File: src/rtl/iter_cell_pkg.sv
// ============================================================================
// iter_cell_pkg
// ----------------------------------------------------------------------------
// Shared definitions for the bit-serial iterative comparison cell chain.
//
//   fsm_state_t : sequencer control states IDLE -> RUN -> DONE -> IDLE
//   MODE_*      : function select {A,B}
//                   MODE_EQ  f = (X == Y)
//                   MODE_GT  f = (X >  Y)
//                   MODE_LT  f = (X <  Y)
//                   MODE_NE  f = (X != Y)
//   ST_*        : 2-bit inter-cell state {gt,lt}. ST_EQ means "no differing
//                 bit seen yet"; {1,1} is never produced by the typical cell.
// ============================================================================
package iter_cell_pkg;

    typedef enum logic [1:0] {
        IDLE = 2'd0,
        RUN  = 2'd1,
        DONE = 2'd2
    } fsm_state_t;

    localparam logic [1:0] MODE_EQ = 2'b00;
    localparam logic [1:0] MODE_GT = 2'b01;
    localparam logic [1:0] MODE_LT = 2'b10;
    localparam logic [1:0] MODE_NE = 2'b11;

    localparam logic [1:0] ST_EQ = 2'b00;
    localparam logic [1:0] ST_GT = 2'b10;
    localparam logic [1:0] ST_LT = 2'b01;

endpackage : iter_cell_pkg

File: src/rtl/iter_cell_step.sv
// ============================================================================
// iter_cell_step
// ----------------------------------------------------------------------------
// Typical cell of the left-to-right comparison chain (purely combinational).
// While no difference has been seen (state_in == ST_EQ) the cell looks at
// the current bit pair; once a difference has been recorded the decision is
// final, because the most significant differing bit decides the ordering.
//
// Ports:
//   x         in   1  operand X bit at the current position
//   y         in   1  operand Y bit at the current position
//   state_in  in   2  incoming cell state {gt,lt}
//   state_out out  2  outgoing cell state {gt,lt}
// ============================================================================
module iter_cell_step
    import iter_cell_pkg::*;
(
    input  logic       x,
    input  logic       y,
    input  logic [1:0] state_in,
    output logic [1:0] state_out
);

    always_comb begin
        state_out = state_in;
        if (state_in == ST_EQ) begin
            state_out = {x & ~y, ~x & y};
        end
    end

endmodule : iter_cell_step

File: src/rtl/iter_cell_sequencer.sv
// ============================================================================
// iter_cell_sequencer
// ----------------------------------------------------------------------------
// Bit-serial sequencer for the iterative comparison cell chain. Captures two
// WIDTH-bit unsigned operands and a function select, walks the typical cell
// over the operands MSB first (one bit per clock), then presents the final
// cell result f through a valid/ack handshake.
//
// Compile-time option:
//   ITER_CELL_SEQ_EARLY_EXIT_EN  when defined, RUN ends on the same edge the
//                                cell state first leaves ST_EQ; the result
//                                is unchanged, only the latency shrinks.
//                                Undefined: all WIDTH bits are always walked.
//
// Parameters:
//   WIDTH   operand width in bits (>= 2)
//
// Ports:
//   clk    in   1      clock, rising edge
//   rst    in   1      synchronous active-high reset
//   start  in   1      request, only honoured while ready=1
//   A      in   1      function select, high bit
//   B      in   1      function select, low bit
//   X      in   WIDTH  operand X, captured on accepted start
//   Y      in   WIDTH  operand Y, captured on accepted start
//   ready  out  1      IDLE, can accept start
//   busy   out  1      RUN, evaluation in progress
//   valid  out  1      DONE, f is valid
//   ack    in   1      consumer takes the result, only honoured while valid=1
//   f      out  1      result (0 unless valid=1)
// ============================================================================
module iter_cell_sequencer
    import iter_cell_pkg::*;
#(
    parameter int WIDTH = 8
) (
    input  logic             clk,
    input  logic             rst,
    input  logic             start,
    input  logic             A,
    input  logic             B,
    input  logic [WIDTH-1:0] X,
    input  logic [WIDTH-1:0] Y,
    output logic             ready,
    output logic             busy,
    output logic             valid,
    input  logic             ack,
    output logic             f
);

    localparam int IDX_W = $clog2(WIDTH);
    localparam logic [IDX_W-1:0] IDX_MSB = IDX_W'(WIDTH - 1);

    fsm_state_t       fsm_reg;
    fsm_state_t       fsm_next;

    logic [WIDTH-1:0] x_reg;
    logic [WIDTH-1:0] y_reg;
    logic [1:0]       mode_reg;
    logic [1:0]       cell_reg;
    logic [IDX_W-1:0] idx_reg;

    logic [1:0]       cell_step;
    logic             final_f;
    logic             run_last;

    // ------------------------------------------------------------------
    // Typical cell applied to the bit pair selected by the index counter
    // ------------------------------------------------------------------
    iter_cell_step u_step (
        .x         (x_reg[idx_reg]),
        .y         (y_reg[idx_reg]),
        .state_in  (cell_reg),
        .state_out (cell_step)
    );

    // Last RUN cycle: the index reached bit 0, or (with early exit) the
    // decision has just been made and the remaining bits cannot change it.
`ifdef ITER_CELL_SEQ_EARLY_EXIT_EN
    assign run_last = (idx_reg == '0) || (cell_step != ST_EQ);
`else
    assign run_last = (idx_reg == '0);
`endif

    // ------------------------------------------------------------------
    // FSM state register
    // ------------------------------------------------------------------
    always_ff @(posedge clk) begin
        if (rst) begin
            fsm_reg <= IDLE;
        end else begin
            fsm_reg <= fsm_next;
        end
    end

    // ------------------------------------------------------------------
    // FSM next-state logic
    // ------------------------------------------------------------------
    always_comb begin
        fsm_next = fsm_reg;
        unique case (fsm_reg)
            IDLE: begin
                if (start) begin
                    fsm_next = RUN;
                end
            end
            RUN: begin
                if (run_last) begin
                    fsm_next = DONE;
                end
            end
            DONE: begin
                // start in the ack cycle is deliberately not looked at here;
                // a new request is only taken in the following IDLE cycle.
                if (ack) begin
                    fsm_next = IDLE;
                end
            end
            default: begin
                fsm_next = IDLE;
            end
        endcase
    end

    // ------------------------------------------------------------------
    // FSM outputs
    // ------------------------------------------------------------------
    always_comb begin
        ready = 1'b0;
        busy  = 1'b0;
        valid = 1'b0;
        f     = 1'b0;
        unique case (fsm_reg)
            IDLE: ready = 1'b1;
            RUN:  busy  = 1'b1;
            DONE: begin
                valid = 1'b1;
                f     = final_f;
            end
            default: begin
                ready = 1'b0;
            end
        endcase
    end

    // ------------------------------------------------------------------
    // Final cell: maps the registered chain state and captured mode to f
    // ------------------------------------------------------------------
    always_comb begin
        final_f = 1'b0;
        unique case (mode_reg)
            MODE_EQ: final_f = (cell_reg == ST_EQ);
            MODE_GT: final_f = (cell_reg == ST_GT);
            MODE_LT: final_f = (cell_reg == ST_LT);
            MODE_NE: final_f = (cell_reg != ST_EQ);
            default: final_f = 1'b0;
        endcase
    end

    // ------------------------------------------------------------------
    // Datapath: operand capture, chain state and bit index
    // ------------------------------------------------------------------
    always_ff @(posedge clk) begin
        if (rst) begin
            x_reg    <= '0;
            y_reg    <= '0;
            mode_reg <= MODE_EQ;
            cell_reg <= ST_EQ;
            idx_reg  <= '0;
        end else begin
            unique case (fsm_reg)
                IDLE: begin
                    if (start) begin
                        x_reg    <= X;
                        y_reg    <= Y;
                        mode_reg <= {A, B};
                        cell_reg <= ST_EQ;   // initial cell
                        idx_reg  <= IDX_MSB;
                    end
                end
                RUN: begin
                    cell_reg <= cell_step;
                    // Counter stops at zero instead of wrapping.
                    if (idx_reg != '0) begin
                        idx_reg <= idx_reg - IDX_W'(1);
                    end
                end
                default: begin
                    // DONE holds everything so f stays stable until ack.
                end
            endcase
        end
    end

endmodule : iter_cell_sequencer

File: config.mk
export PLATFORM = sky130hd
export DESIGN_NAME = iter_cell_sequencer
export DESIGN_NICKNAME = d
export VERILOG_FILES = /design/src/rtl/iter_cell_pkg.sv /design/src/rtl/iter_cell_step.sv /design/src/rtl/iter_cell_sequencer.sv
export SDC_FILE = /design/constraint.sdc
export NUM_CORES = 1
export LEC_CHECK = 0
export BUFFER_PORTS_ARGS = -buffer_cell sky130_fd_sc_hd__buf_2
export CORE_ASPECT_RATIO = 0.9
export CORE_MARGIN = 2
export CORE_UTILIZATION = 52
export DETAILED_ROUTE_END_ITERATION = 10
export PLACE_DENSITY = 0.83
export RECOVER_POWER = 25
export SYNTH_ARGS = -nofsm -noshare
export SYNTH_HDL_FRONTEND = slang
export SYNTH_SLANG_ARGS = --single-unit
File: constraint.sdc
create_clock -name clk -period 1.95 [get_ports clk]
set_input_delay 0.195 -clock clk [delete_from_list [all_inputs] [get_ports clk]]
set_output_delay 0.195 -clock clk [all_outputs]
set_load 0.02 [all_outputs]
==> impl_metrics.yaml <==
status:
  status: "completed"
worst_hold_path:
  whs_endpoint: "x_reg[0]$_SDFFE_PP0P_"
  hold_start: "X[0]"
  hold_depth: 3
  hp-class: "in -> reg"
placed_design:
  dpl.hpwl_um: 1707
  dp_worst_setup_slack_ns: 0.2467
  io_buffers: 25
  placed_area_um2: 1346
  place.gp.congestion: 0.7636
setup_path:
  end_kind: "primary output"
  reg2reg_setup_slack_ns: 0.24
  arrival_ns: 1.61
  cp.required_ns: 1.75
  r2r_cells: 3
  r2r-end: "cell_reg[0]$_SDFFE_PP0P_"
  startpoint: "mode_reg[0]$_SDFFE_PP0P_"
  worstPathMaxFanout: 3
  start_kind: "flip-flop"
  r2r-start: "idx_reg[0]$_SDFFE_PP0P_"
  crit_type: "reg -> out"
timing:
  hold_viol_final: 0
  slew_violations: 0
  clock.fmax_ghz: 0.5547
  setup_tns_ns: 0
  fin_skew_ns: 0.006248
  rsz0062_at_grt: "false"
  post-route-period-util: 0.9245
  max-slew-margin-rel: 0.5885
  worstMarginPinSlew_ns: 0.6172
  worst_slack_ns: 0.1472
  setup_viol: 0
  period_minus_slack_ns: 1.803
finish:
  drive_above_1_share: 0.3000
  fin_util: 0.6307
  area_delta_synth_final_pct: 13.64
  regArea_um2: 503.0
  antennaDiodeCount: 0
  nFillCells: 195
  finish.net_count: 168
  stdcell_area_um2: 1376
  multi_input_area_um2: 645.6
logic_synthesis:
  yosys_register_bits: 25
  synthCells: 116
  syn_area_per_cell_um2: 10.44
  synthesis.area_um2: 1211
  ys_seq_area_frac: 0.4132
  synth_warnings: 0
  synth_top_cell_by_area: "dfxtp_1"
  yosysMostFrequentCell: "dfxtp_1"
  synth-main-ff-cell: "dfxtp_1"
  synth_async_sr_flop_share: 0
  yosysUniqueCellTypes: 27
  synth_edf_count: 0
  synth_fp_nets: 143
  synth.top_cells.by_count: "dfxtp_1 (25), nor2_1 (22), mux2i_1 (21)"
  synth_top_area_share: 0.4132
  ys_top_cells_by_area: "dfxtp_1 (41%), mux2i_1 (17%), mux4_2 (7.4%), nor2_1 (6.8%), ha_1 (5.2%)"
floorplanning:
  fp.dieW_um: 54.87
  num_rows: 16
  dieArea_um2: 2732
  dieHeight_um: 49.79
  start_util: 0.5550
  core_um2: 2182
  io_pins: 26
pwr:
  ir_drop_v: 0.0007318
  fin_total_pwr_mw: 1.110
  p_leak_nw: 0.6312
  power_density_nw_per_um2: 806.3
global_routing:
  grt_first_pass_wirelength_um: 4105
  grt_max_degree: 26
  grt_pass1_vias: 946
  antenna_found_initial: 0
  grtUsageTotal: 0.2050
  grt_overflow: 0
clocking:
  cts_tree: "built"
  cts_root_buf: "clkbuf_4"
  cts.path.max_buffers: 2
  h-tree-depth: 1
  post_cts_buffers: 0
  cts_buffers: 3
  clock-sinks: 25
  holdBufCountCts: 0
  clkTransAtPathRegs_ns: 0.14
  insertion_delay_ns: 0.32
route:
  ant_nets: 0
  dr.first_iter.drc_count: 8
  wl_um: 2255
  dr.pass1.iters: 4
  drc: 0
  vias_per_cell: 5.467
  avgRoutedWirePerCell_um: 13.50
  vias: 913
run:
  cap_violations: 0
area by class of cell:
| type | count | area share |
|---|---|---|
| Clock buffer | 3 | 0.01636 |
| Sequential cell | 25 | 0.3655 |
| Inverter | 7 | 0.01909 |
| Timing Repair Buffer | 27 | 0.09909 |
| Tap cell | 27 | 0.02455 |
| Clock inverter | 1 | 0.006364 |
| Multi-Input combinational cell | 77 | 0.4691 |
kinds of logic after synthesis:
logic type,Yosys count,synth area share
buf+inv,14,0.05785
fa+ha+maj,5,0.05165
flops,25,0.4132
compound gates,13,0.08471
simple gates,32,0.1260
mux,27,0.2665
where the power goes:
group | internal (mW) | switching [mW]
combinational | 0.136 | 0.132
sequential | 0.557 | 0.0383
clock | 0.0835 | 0.163
per-stage QoR:
stage | hold WS [ns] | instances
2_1_floorplan | 0.3419 | 116
3_3_place_gp | 0.4270 | 163
3_5_place_dp | 0.4393 | 163
4_1_cts | 0.09140 | 167
5_1_grt | 0.08686 | 167
6_report | 0.09545 | 167
cell usage in the layout (no fill, tap or decap), types with 2 or more instances in the layout:
cell type  count
a311oi_1       2
mux2_2         2
mux4_2         4
dfxtp_1       23
dfxtp_2        2
buf_2         24
mux2i_1       21
nor2_1        22
ha_1           5
nor2b_1        2
a21oi_1        2
inv_2          2
inv_1          5
a211oi_1       2
nand3b_1       2
clkbuf_4       3
a32o_1         2
worst max-delay path, cell delays in order (launching register included):
cell and delay [ns]:
dfxtp_2 0.37, inv_1 0.06, ha_1 0.27, o22ai_1 0.06, a311oi_1 0.22, o211a_1 0.16, buf_2 0.15
layer usage:
layer	vias to the layer above	routed length [µm]	GRT usage
li1	458	-	-
met1	434	996	0.2515
met2	21	1163	0.3512
met3	0	95	0.06667
met4	0	0	0.02500
met5	-	0	0
how the worst max path moves through the flow:
stage	depth (start not counted)	slack, ns	endpoint
global route	6	0.03	f
floorplan	4	0.41	cell_reg[1]$_SDFFE_PP0P_
finish	6	0.15	f
CTS	6	0.09	f
global placement	3	0.29	cell_reg[1]$_SDFFE_PP0P_
detailed placement	3	0.25	cell_reg[1]$_SDFFE_PP0P_
timing repair:
action | in CTS | in global routing
endpoints found under the hold margin | 0 | 0
setup endpoints to repair | 0 | 1
gates resized for setup | 0 | 3
Power figures use the tool's default switching activity.
